<file path="src/rtl/izh_pkg.sv">
// rtl/izh_pkg.sv - shared types and constants for the Izhikevich parameter loader
package izh_pkg;

  // Loader frame FSM states
  typedef enum logic [1:0] {
    IDLE    = 2'd0,
    PAYLOAD = 2'd1,
    CHECK   = 2'd2,
    COMMIT  = 2'd3
  } izh_state_t;

  // Payload is a_hi, a_lo, b_hi, b_lo, c_hi, c_lo, d_hi, d_lo
  localparam int PAYLOAD_BYTES = 8;
  localparam int IDX_W         = $clog2(PAYLOAD_BYTES);

  // Frame start byte used when the instance does not override it
  localparam logic [7:0] DEFAULT_HEADER = 8'hA5;

  // Regular-spiking preset in Q8.8, shared with the neuron benches
  localparam logic signed [15:0] RS_A = 16'sd5;
  localparam logic signed [15:0] RS_B = 16'sd51;
  localparam logic signed [15:0] RS_C = -16'sd16640;
  localparam logic signed [15:0] RS_D = 16'sd2048;

endpackage

</file>
<file path="src/rtl/izh_frame_timer.sv">
// rtl/izh_frame_timer.sv - inter-byte idle timeout counter for the loader
module izh_frame_timer #(
  parameter int TIMEOUT_CYCLES = 1023
) (
  input  logic clk,
  input  logic reset,
  input  logic clear,
  input  logic run,
  output logic expired
);

  localparam int CNT_W = $clog2(TIMEOUT_CYCLES + 1);

  logic [CNT_W-1:0] cnt;

  // Fires in the cycle whose edge would take the count to TIMEOUT_CYCLES;
  // a clear in the same cycle (byte accepted) suppresses it.
  assign expired = run && !clear && (cnt == CNT_W'(TIMEOUT_CYCLES - 1));

  // Count idle cycles while a frame is open; restart on any accepted byte
  always_ff @(posedge clk) begin
    if (reset || clear || !run || expired) begin
      cnt <= '0;
    end else begin
      cnt <= cnt + CNT_W'(1);
    end
  end

endmodule

</file>
<file path="src/rtl/izh_param_loader.sv">
// rtl/izh_param_loader.sv - framed byte-stream loader for neuron parameters (IZH_PRESET_EN selects reset preset)
module izh_param_loader
  import izh_pkg::*;
#(
  parameter logic [7:0] HEADER         = DEFAULT_HEADER,
  parameter int         TIMEOUT_CYCLES = 1023
) (
  input  logic               clk,
  input  logic               reset,
  input  logic [7:0]         in_data,
  input  logic               in_valid,
  output logic               in_ready,
  output logic signed [15:0] param_a,
  output logic signed [15:0] param_b,
  output logic signed [15:0] param_c,
  output logic signed [15:0] param_d,
  output logic               params_ready,
  output logic               busy,
  output logic               load_done,
  output logic               frame_err
);

`ifdef IZH_PRESET_EN
  localparam logic signed [15:0] RST_A     = RS_A;
  localparam logic signed [15:0] RST_B     = RS_B;
  localparam logic signed [15:0] RST_C     = RS_C;
  localparam logic signed [15:0] RST_D     = RS_D;
  localparam logic               RST_READY = 1'b1;
`else
  localparam logic signed [15:0] RST_A     = '0;
  localparam logic signed [15:0] RST_B     = '0;
  localparam logic signed [15:0] RST_C     = '0;
  localparam logic signed [15:0] RST_D     = '0;
  localparam logic               RST_READY = 1'b0;
`endif

  izh_state_t state, next_state;

  logic [IDX_W-1:0]                  idx;
  logic [7:0]                        run_xor;
  logic [PAYLOAD_BYTES-1:0][7:0]     shadow;

  logic accept;
  logic start_frame;
  logic store_byte;
  logic err_set;
  logic commit_en;
  logic timer_run;
  logic expired;

  assign in_ready  = (state != COMMIT);
  assign busy      = (state != IDLE);
  assign accept    = in_valid && in_ready;
  assign timer_run = (state == PAYLOAD) || (state == CHECK);

  izh_frame_timer #(
    .TIMEOUT_CYCLES(TIMEOUT_CYCLES)
  ) u_timer (
    .clk    (clk),
    .reset  (reset),
    .clear  (accept),
    .run    (timer_run),
    .expired(expired)
  );

  // State register
  always_ff @(posedge clk) begin
    if (reset) begin
      state <= IDLE;
    end else begin
      state <= next_state;
    end
  end

  // Next-state and datapath strobes; an accepted byte always beats a timeout
  always_comb begin
    next_state  = state;
    start_frame = 1'b0;
    store_byte  = 1'b0;
    err_set     = 1'b0;
    commit_en   = 1'b0;
    case (state)
      IDLE: begin
        if (accept && (in_data == HEADER)) begin
          next_state  = PAYLOAD;
          start_frame = 1'b1;
        end
      end
      PAYLOAD: begin
        if (accept) begin
          store_byte = 1'b1;
          if (idx == IDX_W'(PAYLOAD_BYTES - 1)) begin
            next_state = CHECK;
          end
        end else if (expired) begin
          err_set    = 1'b1;
          next_state = IDLE;
        end
      end
      CHECK: begin
        if (accept) begin
          if (in_data == run_xor) begin
            next_state = COMMIT;
          end else begin
            err_set    = 1'b1;
            next_state = IDLE;
          end
        end else if (expired) begin
          err_set    = 1'b1;
          next_state = IDLE;
        end
      end
      COMMIT: begin
        commit_en  = 1'b1;
        next_state = IDLE;
      end
      default: begin
        next_state = IDLE;
      end
    endcase
  end

  // Shadow register, byte index and running checksum; wiped at frame start and on any error
  always_ff @(posedge clk) begin
    if (reset || start_frame || err_set) begin
      idx     <= '0;
      run_xor <= '0;
      shadow  <= '0;
    end else if (store_byte) begin
      shadow[idx] <= in_data;
      run_xor     <= run_xor ^ in_data;
      idx         <= idx + IDX_W'(1);
    end
  end

  // Committed parameters and status pulses; parameters move only on commit or reset
  always_ff @(posedge clk) begin
    if (reset) begin
      param_a      <= RST_A;
      param_b      <= RST_B;
      param_c      <= RST_C;
      param_d      <= RST_D;
      params_ready <= RST_READY;
      load_done    <= 1'b0;
      frame_err    <= 1'b0;
    end else begin
      load_done <= commit_en;
      frame_err <= err_set;
      if (commit_en) begin
        param_a      <= {shadow[0], shadow[1]};
        param_b      <= {shadow[2], shadow[3]};
        param_c      <= {shadow[4], shadow[5]};
        param_d      <= {shadow[6], shadow[7]};
        params_ready <= 1'b1;
      end
    end
  end

endmodule

</file>
<file path="config.mk">
export PLATFORM = sky130hd
export DESIGN_NAME = izh_param_loader
export DESIGN_NICKNAME = d
export VERILOG_FILES = /design/src/rtl/izh_pkg.sv /design/src/rtl/izh_frame_timer.sv /design/src/rtl/izh_param_loader.sv
export SDC_FILE = /design/constraint.sdc
export NUM_CORES = 1
export LEC_CHECK = 0
export CAP_MARGIN = 20
export CORE_ASPECT_RATIO = 0.5
export CORE_MARGIN = 5
export CORE_UTILIZATION = 35
export CTS_BUF_LIST = sky130_fd_sc_hd__clkbuf_4 sky130_fd_sc_hd__clkbuf_8
export DETAILED_ROUTE_END_ITERATION = 6
export SKIP_CTS_REPAIR_TIMING = 1
export SKIP_LAST_GASP = 1
export SYNTH_ARGS = -nofsm -noshare
export SYNTH_HDL_FRONTEND = slang
export SYNTH_SLANG_ARGS = --single-unit
</file>
<file path="constraint.sdc">
create_clock -name clk -period 1.79 [get_ports clk]
set_input_delay 0.2685 -clock clk [delete_from_list [all_inputs] [get_ports clk]]
set_output_delay 0.2685 -clock clk [all_outputs]
set_load 0.01 [all_outputs]
</file>
==> results of run 1 <==
==> Yosys cell counts, types with 2 or more instances <==
cell	count	share of area (%)
and4_1	2	0.30
nor2_1	158	10
xnor2_1	10	1.5
a31oi_1	3	0.32
nand3_1	8	0.68
nand4_1	6	0.64
nand2b_1	2	0.21
buf_2	10	0.85
nand2_1	13	0.83
xor2_1	15	2.2
nand3b_1	2	0.26
nor4bb_1	2	0.34
nor3_2	2	0.34
nor3_1	2	0.17
nor2b_1	2	0.21
inv_1	5	0.32
dfxtp_1	154	53
a21oi_1	2	0.17
buf_4	6	0.77
mux2i_1	130	22
ha_1	9	1.9
clkbuf_1	19	1.2
==> final cells by class <==
cell class | instances | area, µm²
clock buffer | 21 | 277
clock inverter | 10 | 141
fill | 1554 | 8500
inverter | 6 | 22.5
multi-input combinational | 380 | 2660
sequential | 154 | 3090
tap | 227 | 284
timing repair buffer | 139 | 1410
==> critical path: stages (launching register included) <==
cell and delay [ns]:
dfxtp_1 0.33, and4_1 0.23, and4_4 0.26, a31oi_4 0.12, o31ai_4 0.30, buf_12 0.20, clkbuf_16 0.18, nor2_1 0.05
==> state kept, by name, indices dropped and copies added, names as in the netlist <==
name          count
param_a          16
shadow           64
load_done         1
frame_err         1
params_ready      1
idx               3
state             2
run_xor           8
param_d          16
param_c          16
param_b          16
u_timer.cnt      10
==> metrics by stage <==
step / hold WS, ns / power [mW] / TNS [ns] / util (%)
floorplan: 0.460 / 3.68 / -0.867 / -
global placement: 0.452 / 3.82 / -23.85 / 44.4
detailed placement: 0.463 / 3.82 / -22.58 / 44.4
CTS: 0.322 / 6.60 / -8.70 / 46.9
global route: 0.316 / 6.80 / -1.11 / 48.1
finish: 0.327 / 6.56 / 0 / 48.1
==> cell families (layout without fill, tap and decap cells) <==
| logic type | Yosys count | in the layout |
|---|---|---|
| AO/OA/AOI/OAI | 12 | 12 |
| XOR/XNOR | 25 | 25 |
| adder cells (fa/ha/maj) | 9 | 9 |
| buffers and inverters | 42 | 176 |
| flip-flops | 154 | 154 |
| multiplexers | 130 | 130 |
| AND/OR/NAND/NOR | 204 | 204 |
==> where the power goes <==
part           total, mW  switching, mW  internal [mW]  leakage, nW
combinational      0.336          0.183          0.153         1.60
clock               2.78           1.30           1.48        0.210
sequential          3.45         0.0122           3.43         1.24
total               6.56           1.49           5.07         3.05
==> path summary, 6_finish.rpt <==
path	endpoint	cells past startpoint
setup / recovery	run_xor[7]	7
hold / removal	param_b[0]	3
setup reg to reg	run_xor[7]	7
hold reg to reg	params_ready	2
==> per-layer routing <==
layer / part of all wire (%) / wire length (µm) / vias up
met5: 0 / 0 / -
met4: 1.7 / 235 / 0
met3: 5.0 / 711 / 17
met2: 44 / 6190 / 97
met1: 49 / 7000 / 1991
li1: - / - / 2176
==> results by group, run 1 <==
Status
  • Status: finished, final reports clean

Route
  • TritonRoute pass-1 iters: 4
  • Detail-routed via count per cell: 4.57
  • Wire per inst: between 15 and 20 µm
  • DRT iter0 DRCs: around 200
  • Vias: 4,281
  • Drc violations: 0
  • ANT nets after route: 0
  • Overall routed net length: 14,100 µm

Worst setup path
  • Critical path capture point type: register
  • Reg2Reg Setup Slack: approximately 0.012 ns
  • Critical Path Fanout Max: 18
  • Crit. Startpoint: u_timer.cnt[3]
  • Setup Crit Path Kind: reg -> reg
  • Reg-to-Reg Start: u_timer.cnt[3]
  • Arr. time, crit path: 2.11 ns
  • Worst path required time: 2.13 ns
  • CP Launch Type: register

STA
  • Layout Skew: between 0.01 and 0.015 ns
  • Final WS setup: between 0.01 and 0.015 ns
  • Final min period: 1.78 ns
  • Worst-Margin Slew: ~0.46 ns
  • Max-slew violations: 0
  • Final Hold Fails: 0
  • Achievable Freq: 562 MHz
  • RSZ-0062 raised after global routing: yes
  • Final period util: 99.3%
  • Max_slew headroom: 69.0%
  • Setup-failing EPs final: 0

Logic synthesis
  • Sequential element share of the synthesized area: 52.6%
  • Xor and xnor area share after synthesis: 3.74%
  • Post-Syn Instances: 576
  • Distinct cell type count after synthesis: 36
  • Adder-cell share of the synthesized area: 1.92%
  • Simple-gate share of the synthesized area: 14.7%
  • Main flop type after synthesis: dfxtp_1
  • Mean area per synthesized cell: 10.2 µm²
  • Post-synthesis mux area share: 22.2%
  • Synth Register Bits: 154
  • EDFF count, synth: 0
  • Async S/R FF share, synth: 0%
  • Compound-Gate Fraction of Synth Area: 1.54%
  • Synthesized area: 5860 µm²
  • Main combinational cell family by area after synthesis: multiplexers
  • Yosys warns: 0
  • Syn_nets: 596

Place
  • Pre-CTS WS: -0.311 ns
  • Routability Congestion: 0.858
  • DP Area: 7270 µm²
  • Post-DP HPWL: 9330 µm
  • Placed cells: 900
  • Buffers on Ports: 79

Floorplanning
  • Cell Rows: 33
  • Die Y-Extent: ~100 µm
  • Initial Utilization: around 36%
  • Die area: between 15,000 and 20,000 µm²
  • I/O pin cnt: 80
  • Placeable core area: 16,400 µm²
  • Die width: approximately 190 µm

Worst hold path
  • Hold crit path type: in -> reg
  • Worst Min Path Start: reset

Flow run
  • Max cap viols: 0

Power
  • Worst vdd ir: 0.476 mV
  • Pleak: between 3 and 4 nW
  • Cell area power density: approximately 830 nW/µm²

GRT
  • M1 GR Usage: 19.6%
  • GRT Residual Overflow: 0
  • First-pass GRT wire length: around 22,000 µm
  • Number of global-route vias before repair: 4,207
  • Met3 GRT Util: 3.72%
  • Initial antenna violation count: 0
  • Largest net degree at the start of global routing: between 70 and 80
  • GRT busiest layer: met2
  • GR met2 Demand/Resource: 22.7%
  • Total track usage: about 15%

Clocking
  • Reg clk slew, reported paths: 0.08 ns
  • TritonCTS clock tree: yes
  • Clock Latency Late Sink: between 0.4 and 0.5 ns
  • Worst-case clock buffer depth: 2
  • H-tree depth: 4
  • CTS buffer count: 17
  • TritonCTS Sinks: around 150
  • Clk root buf: clkbuf_8

Cells and area
  • Layout cells sized above 1: 15.8%
  • Ant. Diodes: 0
  • Nets@finish: 718
  • Syn-to-layout area delta: 34.7%
  • Most frequent cells in the layout: nor2_1, dfxtp_1, mux2i_1
  • Finished Layout Cells: 937
  • Most common cell after layout, fill and taps aside: nor2_1
  • Finished layout cell area: 7890 µm²
Power figures use the tool's default switching activity.
==> run 2: changes to the inputs <==
SYNTH_HIERARCHICAL = 1   (was default)
==> run 2 against run 1 <==
  * The flow now finishes with violations (setup timing)
  * Worst hold slack worse by 0.14 ns
  * Highest routed layer unchanged
  * Sequential share of layout area shrank 2.2 points
  * Combinational power increased to 3.5 times the previous value
  * Critical endpoint is now shadow[40]
  * Sequential cell count unchanged
  * Cell count up 3.5%
  * Sequential power increased by 3%
  * Clock-buffer cell count decreased by 3
  * Critical path depth up 2
  * Critical path type unchanged
  * Fmax fell by 11%
==> results by group, run 2 <==
Status
  • Status: finished, violations left
  • Failing checks: setup timing

Route
  • DRT iter0 DRCs: 234
  • TritonRoute pass-1 iters: 4
  • ANT nets after route: 0
  • Wire per inst: between 15 and 20 µm
  • Vias: 4,550
  • Drc violations: 0
  • Detail-routed via count per cell: 4.69
  • Overall routed net length: 15,000 µm

Cells and area
  • Finished Layout Cells: 970
  • Most common cell after layout, fill and taps aside: dfxtp_1
  • Syn-to-layout area delta: 38.9%
  • Final design utilization: 50.3%
  • Layout fillers: 1,548
  • Ant. Diodes: 0
  • Max FFs per register: 64
  • Layout cells sized above 1: 22.2%
  • Top reg by flops: shadow
  • Most frequent cells in the layout: dfxtp_1, mux2i_1, nor2_1
  • Nets@finish: 750

Clocking
  • Clk root buf: clkbuf_8
  • Reg clk slew, reported paths: ~0.10 ns
  • Worst-case clock buffer depth: 2
  • CTS buffer count: 17
  • TritonCTS clock tree: yes
  • TritonCTS Sinks: about 150
  • H-tree depth: 4
  • Clock Latency Late Sink: 0.45 ns

STA
  • Setup tns final: -13.32 ns
  • Setup-failing EPs final: a little under 80
  • Final period util: 112%
  • Final min period: 2.00 ns
  • Achievable Freq: 499 MHz
  • Final WS setup: -0.213 ns
  • Final Hold Fails: 0
  • Max_slew headroom: about 60%
  • Worst-Margin Slew: 0.592 ns
  • Max-slew violations: 0
  • Layout Skew: ~0.018 ns
  • RSZ-0062 raised after global routing: yes

Logic synthesis
  • Top-count cell post-synth: dfxtp_1
  • Async S/R FF share, synth: 0%
  • Synth top area cells: dfxtp_1, mux2i_1, nor2_1, xor2_1, ha_1
  • Post-Syn Instances: 600
  • Commonest cells post-synth: dfxtp_1, nor2_1, mux2i_1, nand2_1
  • Top-area cell type share of the netlist area: between 50% and 60%
  • Dominant cell type by area after synthesis: dfxtp_1
  • EDFF count, synth: 0
  • Main flop type after synthesis: dfxtp_1
  • Yosys warns: 6
  • Synthesized area: 6000 µm²
  • Syn_nets: 620
  • Sequential element share of the synthesized area: 51.3%
  • Synth Register Bits: about 150
  • Distinct cell type count after synthesis: 43
  • Mean area per synthesized cell: 10.0 µm²

GRT
  • Largest net degree at the start of global routing: 45
  • Total track usage: roughly 15%
  • First-pass GRT wire length: 23,300 µm
  • Number of global-route vias before repair: 4,398
  • Initial antenna violation count: 0
  • GRT Residual Overflow: 0

Power
  • Pleak: 3.04 nW
  • Cell area power density: 897 nW/µm²
  • Worst vdd ir: 0.448 mV

Floorplanning
  • Initial Utilization: 36.2%
  • Die Y-Extent: 103 µm
  • Cell Rows: 33
  • Die width: 195 µm
  • Die area: 20,000 µm²
  • Placeable core area: around 17,000 µm²
  • I/O pin cnt: 80

Worst setup path
  • Delay of the slowest cell on the worst path: approximately 0.38 ns
  • Critical path capture point type: register
  • Worst path required time: 2.14 ns
  • Critical Path Fanout Max: 15
  • CP cell instances: ha_4 -> nand2b_4 -> buf_6 -> or3_4 -> o221ai_2 -> a41o_2 -> buf_12 -> clkbuf_16 -> nor2_1
  • Slowest CP cell: dfxtp_4
  • Arr. time, crit path: 2.35 ns
  • Setup Crit Path Kind: reg -> reg
  • CP Launch Type: register

Flow run
  • Max cap viols: 0

Place
  • Buffers on Ports: 79
  • Placed cells: 928
  • Post-DP HPWL: 9900 µm
  • Routability Congestion: 0.809

Worst hold path
  • Hold crit path type: in -> reg
## run 2: cell count changes after synthesis, moves of 6 or more
cell / change
buf_4: -6
mux2i_1: -8
buf_6: +7
a21oi_1: +15
nand2_1: +12
xnor2_1: -8
clkbuf_1: -6
nor2_1: -13
## run 2: cell families after synthesis
group,synth area share (%)
adder cells (fa/ha/maj),1.88
buffers and inverters,4.19
XOR/XNOR,2.77
flip-flops,51.3
multiplexers,20.3
AO/OA/AOI/OAI,3.90
AND/OR/NAND/NOR,15.6
## run 2: layout make-up
class | count | area (µm²) | share of cell area (%)
sequential | 154 | 3090 | 37.0
multi-input combinational | 398 | 2960 | 35.4
timing repair buffer | 149 | 1540 | 18.5
tap | 227 | 284 | 3.40
clock buffer | 18 | 241 | 2.89
clock inverter | 14 | 178 | 2.13
inverter | 10 | 52.6 | 0.630
## run 2: path summary, 6_finish.rpt
path                                    to  cells after the start      start  slack (ns)
worst min register to register   shadow[4]                      2  shadow[4]        0.46
worst max register to register  shadow[40]                      9   state[1]       -0.21
worst min-delay path              state[1]                      4      reset        0.19
worst max-delay path            shadow[40]                      9   state[1]       -0.21
## run 2: per-layer routing
| layer | GRT usage [%] | wire length [µm] | vias to the layer above |
|---|---|---|---|
| met4 | 4.45 | 151 | 0 |
| met5 | 0 | 0 | - |
| met2 | 23.1 | 6850 | 68 |
| li1 | - | - | 2291 |
| met3 | 3.92 | 588 | 17 |
| met1 | 20.0 | 7390 | 2174 |
## run 2: critical path: cells and delay by family (launching register included)
kind                     cells  cell delay (ns)
AND/OR/NAND/NOR              3             0.55
AO/OA/AOI/OAI                2             0.32
buffers and inverters        3             0.46
adder cells (fa/ha/maj)      1             0.17
flip-flops                   1             0.38
## run 2: power by group
group / leakage [nW] / switching [mW] / total, mW / internal [mW]
sequential: 1.24 / 0.0562 / 3.55 / 3.49
combinational: 1.59 / 0.601 / 1.16 / 0.559
clock: 0.209 / 1.46 / 2.78 / 1.32
## run 2: through the flow
stage	hold slack, ns	power, mW	setup slack (ns)	instance area (µm²)
finish	0.188	7.48	-0.213	8340
global route	0.192	7.81	-0.314	8340
CTS	0.151	7.33	-0.365	7850
detailed placement	0.456	4.55	-0.510	7430
global placement	0.448	4.54	-0.496	7430
floorplan	0.436	4.16	-0.324	6050
==> run 3: changes to the inputs <==
CORE_MARGIN = 2   (was 5)
==> run 3 against run 2 <==
  * The flow still finishes with violations (setup timing)
  * Global-route usage grew 0.59 points
  * Largest cell class unchanged
  * Clock power rose by 7.6%
  * Cell count shrank 0.62%
  * Power increased by 2.5%
  * Routed wire length fell by 0.95%
  * Sequential cell count is the same
  * Sequential power barely moved
  * Highest routed layer unchanged
==> results by group, run 3 (synthesis gave the netlist of run 2 again) <==
Status
  • Status: finished, violations left
  • Failing checks: setup timing

Worst setup path
  • Critical Path Fanout Max: 7
  • Worst path required time: 2.12 ns
  • Setup Crit Path Kind: reg -> reg
  • Arr. time, crit path: 2.33 ns
  • CP Launch Type: register
  • Critical path capture point type: register

Power
  • Pleak: 3.00 nW
  • Tot Pwr: approximately 7.7 mW
  • Worst vdd ir: a little under 0.5 mV
  • Cell area power density: 926 nW/µm²
  • Int Power: 5.63 mW
  • NetSw: just over 2 mW
  • Reg power frac: approximately 46%
  • Sw Share: 26.6%
  • Clock power frac: 38.9%
  • Comb power frac: 14.9%

STA
  • Max_slew headroom: 62.3%
  • Setup tns final: -14.15 ns
  • Final period util: 112%
  • Setup-failing EPs final: 78
  • RSZ-0062 raised after global routing: yes
  • Layout Skew: around 0.011 ns
  • Fin Hold WS: 0.239 ns
  • Worst-Margin Slew: 0.566 ns
  • Max-slew violations: 0
  • Final min period: 2.00 ns
  • Final WS setup: -0.208 ns
  • Final Hold Fails: 0
  • Achievable Freq: 501 MHz

Route
  • Detail-routed via count per cell: 4.62
  • Drc violations: 0
  • Overall routed net length: 14,800 µm
  • ANT nets after route: 0
  • DRT iter0 DRCs: 298
  • TritonRoute pass-1 iters: 4
  • Wire per inst: 15.4 µm
  • Vias: 4,452

Worst hold path
  • Hold crit path type: in -> reg

Place
  • Routability Congestion: between 0.7 and 0.8
  • DP Area: around 7300 µm²
  • Post-DP HPWL: 9230 µm
  • Buffers on Ports: 79
  • Pre-CTS WS: -0.450 ns
  • Placed cells: 918

Flow run
  • Max cap viols: 0

Floorplanning
  • Cell Rows: 33
  • I/O pin cnt: 80
  • Die Y-Extent: 96.6 µm
  • Die area: 18,300 µm²
  • Initial Utilization: a little over a third
  • Die width: 189 µm
  • Placeable core area: between 15,000 and 20,000 µm²

GRT
  • Largest net degree at the start of global routing: 51
  • Number of global-route vias before repair: 4,248
  • Total track usage: approximately 15%
  • Initial antenna violation count: 0
  • GRT Residual Overflow: 0
  • First-pass GRT wire length: 22,200 µm

Cells and area
  • Final design utilization: 49.9%
  • Syn-to-layout area delta: 38.0%
  • Finished layout cell area: 8290 µm²
  • Layout cells sized above 1: around 22%
  • Most common cell after layout, fill and taps aside: dfxtp_1
  • Nets@finish: 744
  • Max FFs per register: between 60 and 70
  • Most frequent cells in the layout: dfxtp_1, mux2i_1, nor2_1
  • Top reg by flops: shadow
  • Finished Layout Cells: about 960
  • Ant. Diodes: 0

Clocking
  • CTS buffer count: 17
  • H-tree depth: 4
  • TritonCTS Sinks: 154
  • Reg clk slew, reported paths: 0.08 ns
  • Worst-case clock buffer depth: 2
  • Clk root buf: clkbuf_8
  • Clock Latency Late Sink: 0.44 ns
  • TritonCTS clock tree: yes
run 3: power by group through the flow:
stage               clock network (mW)  registers (mW)  logic (mW)
floorplan                            0            3.60       0.560
global placement                     0            3.62       0.856
detailed placement                   0            3.62       0.868
CTS                               3.06            3.54       0.873
global route                      3.20            3.55        1.23
finish                            2.99            3.54        1.14
run 3: path summary, 6_finish.rpt:
check,endpoint,slack (ns),cells after the start,start
max,shadow[29],-0.21,9,state[1]
min,frame_err,0.24,3,reset
max reg2reg,shadow[29],-0.21,9,state[1]
min reg2reg,shadow[6],0.46,2,shadow[6]
run 3: final cells by class:
type                    instances  area (µm²)
fillers                      1551        8310
flip-flops and latches        154        3090
multi-input cells             398        2930
repair buffers                143        1490
well taps                     227         284
clock buffers                  18         248
clock inverters                14         206
inverters                      10        40.0
run 3: worst max-delay path, cell delays in order, from the launching register on:
cell	delay (ns)
dfxtp_4	0.36
ha_4	0.16
nand2b_4	0.15
buf_6	0.11
or3_4	0.34
o221ai_2	0.19
a41o_2	0.20
buf_12	0.17
clkbuf_16	0.17
nor2_4	0.03
run 3: per-layer routing:
layer | global-route usage, % | vias to the layer above | wire (µm)
met5 | 0 | - | 0
met4 | 4.65 | 0 | 93
met3 | 3.45 | 7 | 612
met2 | 22.9 | 67 | 6710
met1 | 21.8 | 2113 | 7420
li1 | - | 2265 | -
==> variant 1 (config.mk and constraints of run 3) <==
Add a define of `IZH_PRESET_EN`.
--- a/src/rtl/izh_param_loader.sv
+++ b/src/rtl/izh_param_loader.sv
@@ -1,4 +1,6 @@
 // rtl/izh_param_loader.sv - framed byte-stream loader for neuron parameters (IZH_PRESET_EN selects reset preset)
+`define IZH_PRESET_EN
+
 module izh_param_loader
   import izh_pkg::*;
 #(
Check against the original RTL: not equivalent (Yosys sat finds a counterexample within 4 cycles, from zero or initial values and one cycle with reset high).
==> variant 1 against run 3 <==
The run still ends with setup timing left. Worst setup slack worse by 0.080 ns. Count of clock-buffer cells in the layout is 3 higher. Area after synthesis is 0.25% lower. Worst hold slack better by 0.016 ns. Clock power is 9.4% lower. Routed wire length is 0.47% higher. Sequential cell count is 1 lower. Total power is 3.3% lower. Cell area is 1.6% lower. Fmax is 3.8% lower. Critical path type unchanged.
==> variant 1: results (changes against run 3) <==
* PnR worst setup slack at -0.288 ns (-0.0798 ns)
* Most common flop cell mapped by yosys: dfxtp_1
* Final Net Count at 748 (+0.54%)
* Most frequent cells after synthesis: dfxtp_1 (153), nor2_1 (129), mux2i_1 (122), nand2_1 (39)
* Deepest level of the CTS H-tree at 4 (unchanged)
* Number of flip-flops under the largest register name at 64 (unchanged)
* Post-CTS clock slew at the launch and capture registers of the worst setup and hold paths at about 0.09 ns
* Largest register by flop count: shadow
* Outcome: complete, but fails checks
* Antenna violations before repair at 0 (unchanged)
* Distinct cells, synth at 44 (+2.3%)
* Max clock buf depth at 2 (unchanged)
* Number of cell instances on the worst register-to-register path at 10 (+1)
* Final setup fails at 77 (-1.3%)
* Cell depth of the worst min-delay path at 3 (unchanged)
* CTS Buf Count at 17 (unchanged)
* Net Count, Synth at 618 (-0.32%)
* Ratio of cells with drive above 1 in the final layout at 18.9% (-3.4 points)
* Clock root buffer: clkbuf_8
* Routability cong. at 0.810 (+1.8%)
* Remaining routing DRC violations at 0 (unchanged)
* Average routed wire per standard cell at 15.4 um (about the same)
* Hold slack final at 0.255 ns (+0.0162 ns)
* Sequential-to-total area share from yosys stat at 51.1% (-0.21 points)
* Post-detailed-routing wire length at 14900 um (+0.47%)
* DP Cell Count at 926 (+0.87%)
* Ant diodes at 0 (unchanged)
* Synth area leaders: dfxtp_1 (51%), mux2i_1 (20%), nor2_1 (8.1%)
* Fraction of registers with async set or reset after synthesis at 0% (unchanged)
* Warnings from Yosys at 6 (unchanged)
* Arrival time reported for the critical path endpoint at 2.42 ns (+0.09 ns)
* Failing checks: setup timing
* Peak supply drop at 0.418 mV (-15%)
* Post-place setup slack at -0.501 ns (-0.0513 ns)
* Tightest Pin Transition at 0.567 ns (+0.000943 ns)
* Global-route wire length before repair at 22000 um (-0.84%)
* Global-route usage over all layers at 15.7% (+0.41 points)
* Clock latency on the worst-skew pair at 0.45 ns
* Type of the worst min-delay path: primary input to flip-flop
* Pleak at 3.11 nW (+3.4%)
* Drt via density at 4.71 (+1.9%)
* Maximum fanout along the worst path at 9 (+2)
* Clock Skews at 0.0189 ns (+0.00749 ns)
* Port Buffer Count at 78 (-1.3%)
* Drt first-iter violations at 299 (+0.34%)
* Total half-perimeter wirelength after legalization and detailed placement at 9630 um (+4.3%)
* Detailed Routing Iterations Pass 1 at 4 (unchanged)
* Gate count after technology mapping at 598 (-0.33%)
* Number of global-route vias before repair at 4157 (-2.1%)
* Overflow left after global routing at 0 (unchanged)
* Largest net degree at the start of global routing at 45 (-12%)
## variant 1: cell type report
class	instances	area, um^2
Clock buffer	21	277
Clock inverter	11	135
Fill cell	1505	8400
Inverter	10	40.0
Multi-Input combinational cell	398	2860
Sequential cell	153	3070
Tap cell	227	284
Timing Repair Buffer	148	1490
## variant 1: metrics by stage
step	instance area [um^2]	TNS [ns]	util, %
2_1_floorplan	6030	-26.52	-
3_3_place_gp	7410	-35.14	44.8
3_5_place_dp	7410	-37.09	44.8
4_1_cts	7820	-24.93	47.3
5_1_grt	8160	-26.35	49.3
6_report	8160	-18.40	49.3
## variant 1: worst max-delay path, cell delays in order, from the launching register on
cell       delay [ns]
dfxtp_4          0.38
ha_4             0.13
nand2b_4         0.13
inv_4            0.03
nand2b_4         0.14
nor4_4           0.16
nand3b_1         0.19
o221ai_4         0.28
a41o_4           0.27
clkbuf_16        0.20
nor2_1           0.04
## variant 1: where the power goes
group / total (mW) / switching (mW) / leakage (nW) / internal (mW)
combinational: 1.17 / 0.625 / 1.67 / 0.546
clock: 2.71 / 1.34 / 0.207 / 1.37
sequential: 3.54 / 0.0558 / 1.23 / 3.48
## variant 1: logic make-up (layout without fill, tap and decap cells)
logic type / count (synthesis) / count (layout) / synth area share, %
buffers and inverters: 48 / 190 / 4.26
other: 1 / 1 / 0.0626
XOR/XNOR: 19 / 19 / 2.78
flip-flops: 153 / 153 / 51.1
AO/OA/AOI/OAI: 36 / 37 / 3.91
multiplexers: 122 / 122 / 20.4
adder cells (fa/ha/maj): 9 / 9 / 1.88
AND/OR/NAND/NOR: 210 / 210 / 15.6
## variant 1: path summary, 6_finish.rpt
kind,from,endpoint
setup reg to reg,state[0]$_SDFFE_PP0P_,shadow[19]$_SDFFE_PP0P_
setup / recovery,state[0]$_SDFFE_PP0P_,shadow[19]$_SDFFE_PP0P_
hold reg to reg,shadow[2]$_SDFFE_PP0P_,shadow[2]$_SDFFE_PP0P_
hold / removal,reset,param_a[14]$_SDFFE_PP0P_
## variant 1: metal layers
layer	track usage, %	vias up	share of wire (%)
met4	4.30	0	0.75
li1	-	2278	-
met2	25.2	69	44
met3	3.94	10	3.6
met1	21.1	2199	51
met5	0	-	0
==> variant 2 (config.mk and constraints of run 3) <==
Without the edit above. Compare `cnt` against `CNT_W'(TIMEOUT_CYCLES - 1)` with >= in place of ==.
--- a/src/rtl/izh_frame_timer.sv
+++ b/src/rtl/izh_frame_timer.sv
@@ -15,7 +15,7 @@
 
   // Fires in the cycle whose edge would take the count to TIMEOUT_CYCLES;
   // a clear in the same cycle (byte accepted) suppresses it.
-  assign expired = run && !clear && (cnt == CNT_W'(TIMEOUT_CYCLES - 1));
+  assign expired = run && !clear && (cnt >= CNT_W'(TIMEOUT_CYCLES - 1));
 
   // Count idle cycles while a frame is open; restart on any accepted byte
   always_ff @(posedge clk) begin
Check against the original RTL: no difference found for any inputs over 10 cycles, from zero or initial values and one cycle with reset high; that may be too few to reach the edited logic, so the function may still have changed.
==> variant 2 against run 3 <==
The run still ends with setup timing left. Worst setup slack worse by 0.15 ns. Count of clock-buffer cells in the layout grew 1. Fmax down 6.9%. Routed wire length increased by 0.41%. Sequential power barely moved. Worst hold slack lost 0.071 ns. Cell area shrank 0.12%. Sequential cell count unchanged. Total power is 4.2% lower. Synthesized cell count rose by 0.17%. Area after synthesis grew 0.60%. First-iteration DRC count shrank 34%. Largest power group unchanged.
==> variant 2: results (changes against run 3) <==
* Outcome: complete, but fails checks
* Failing checks: setup timing
* Drt first-iter violations at 197 (-34%)
* Remaining routing DRC violations at 0 (unchanged)
* Startpoint of the worst register-to-register path: state[1]$_SDFFE_PP0P_
* Tightest Pin Transition at 0.508 ns (-0.0579 ns)
* Number of cell instances on the worst register-to-register path at 11 (+2)
* Detailed Routing Iterations Pass 1 at 4 (unchanged)
* PnR worst setup slack at -0.356 ns (-0.148 ns)
* Global-route wire length before repair at 22800 um (+3.0%)
* Maximum fanout along the worst path at 6 (-1)
* Clock Skews at 0.0137 ns (+0.00234 ns)
* Area of placed instances at 7490 um^2 (+2.2%)
* Synth area leaders: dfxtp_1 (51%), mux2i_1 (20%), nor2_1 (8.9%)
* Distinct cells, synth at 49 (+14%)
* Routability cong. at 0.841 (+5.7%)
* Most frequent cells after synthesis: dfxtp_1 (154), nor2_1 (143), mux2i_1 (122), nand2_1 (25), xor2_1 (18)
* Arrival time reported for the critical path endpoint at 2.48 ns (+0.15 ns)
* Largest net degree at the start of global routing at 48 (-5.9%)
* Endpoint of the worst-slack reg-to-reg timing path: shadow[8]$_SDFFE_PP0P_
* Global-route usage over all layers at 15.8% (+0.49 points)
* Number of global-route vias before repair at 4400 (+3.6%)
* Worst stage delay on the critical path at 0.38 ns (+0.02 ns)
* Final setup fails at 77 (-1.3%)
* Fillers at 1532 (-1.2%)
* Total half-perimeter wirelength after legalization and detailed placement at 9510 um (+3.0%)
* Pleak at 3.02 nW (+0.66%)
* Average routed wire per standard cell at 15.3 um (-0.82%)
* Number of vias after detailed routing at 4559 (+2.4%)
* Ratio of cells with drive above 1 in the final layout at 22.7% (+0.44 points)
* Peak supply drop at 0.501 mV (+1.6%)
* Sequential-to-total area share from yosys stat at 51.0% (-0.31 points)
* Setup total negative slack at -23.22 ns (-9.06 ns)
* Final Net Count at 756 (+1.6%)
[variant 2: cell types whose count changed in the layout (fill, tap and decap cells not counted), sizes merged, moves of 2 or more]
cell,delta
a211oi,+6
a21oi,-7
a41oi,+2
buf,+12
bufinv,-3
o31ai,-4
or4,-2
[variant 2: final cells by class]
cell class                      count  area [um^2]  share of cell area, %
Timing Repair Buffer              153         1500                   18.1
Tap cell                          227          284                   3.43
Inverter                           10         40.0                  0.484
Sequential cell                   154         3090                   37.3
Clock inverter                     13          153                   1.84
Multi-Input combinational cell    400         2960                   35.7
Clock buffer                       19          255                   3.08
[variant 2: kinds of logic after synthesis]
kind of cell    share of synthesized area, %
mux                                     20.2
xor+xnor                                2.90
buf+inv                                 4.20
compound gates                          4.35
simple gates                            15.4
fa+ha+maj                               1.86
flops                                   51.0
[variant 2: stage by stage]
| stage | setup slack [ns] | hold slack [ns] | util (%) | cells | power (mW) |
|---|---|---|---|---|---|
| after floorplan | -0.285 | 0.436 | - | 601 | 4.17 |
| after global placement | -0.468 | 0.451 | 45.0 | 936 | 4.53 |
| after detailed placement | -0.470 | 0.455 | 45.0 | 936 | 4.55 |
| after CTS | -0.271 | 0.123 | 47.5 | 968 | 7.20 |
| after global routing | -0.416 | 0.189 | 49.7 | 976 | 7.68 |
| final | -0.356 | 0.167 | 49.7 | 976 | 7.35 |
[variant 2: worst max-delay path: cells and delay by family (launching register included)]
| family | cells | cell delay [ns] |
|---|---|---|
| AOI/OAI and AO/OA | 2 | 0.56 |
| adders and majority gates | 1 | 0.13 |
| buffers and inverters | 2 | 0.22 |
| DFF | 1 | 0.38 |
| and+or+nand+nor | 6 | 0.73 |
[variant 2: how the worst min path moves through the flow]
stage                              start                        end  slack, ns  cells after the start
2_1_floorplan     shadow[0]$_SDFFE_PP0P_     shadow[0]$_SDFFE_PP0P_       0.44                      2
3_3_place_gp   params_ready$_SDFFE_PP0P_  params_ready$_SDFFE_PP0P_       0.45                      2
3_5_place_dp      shadow[7]$_SDFFE_PP0P_     shadow[7]$_SDFFE_PP0P_       0.45                      2
4_1_cts                            reset      state[1]$_SDFFE_PP0P_       0.12                      4
5_1_grt                            reset      state[1]$_SDFFE_PP0P_       0.19                      4
6_report                           reset      state[1]$_SDFFE_PP0P_       0.17                      4
[variant 2: power breakdown]
group          internal (mW)  switching, mW
Sequential              3.49         0.0508
Clock                   1.22           1.44
Combinational          0.537          0.619
[variant 2: layer usage]
layer	up-vias	global-route usage [%]	wire length, um
li1	2318	-	-
met1	2168	21.8	7410
met2	62	24.5	6810
met3	11	3.81	542
met4	0	4.29	128
met5	-	0	0
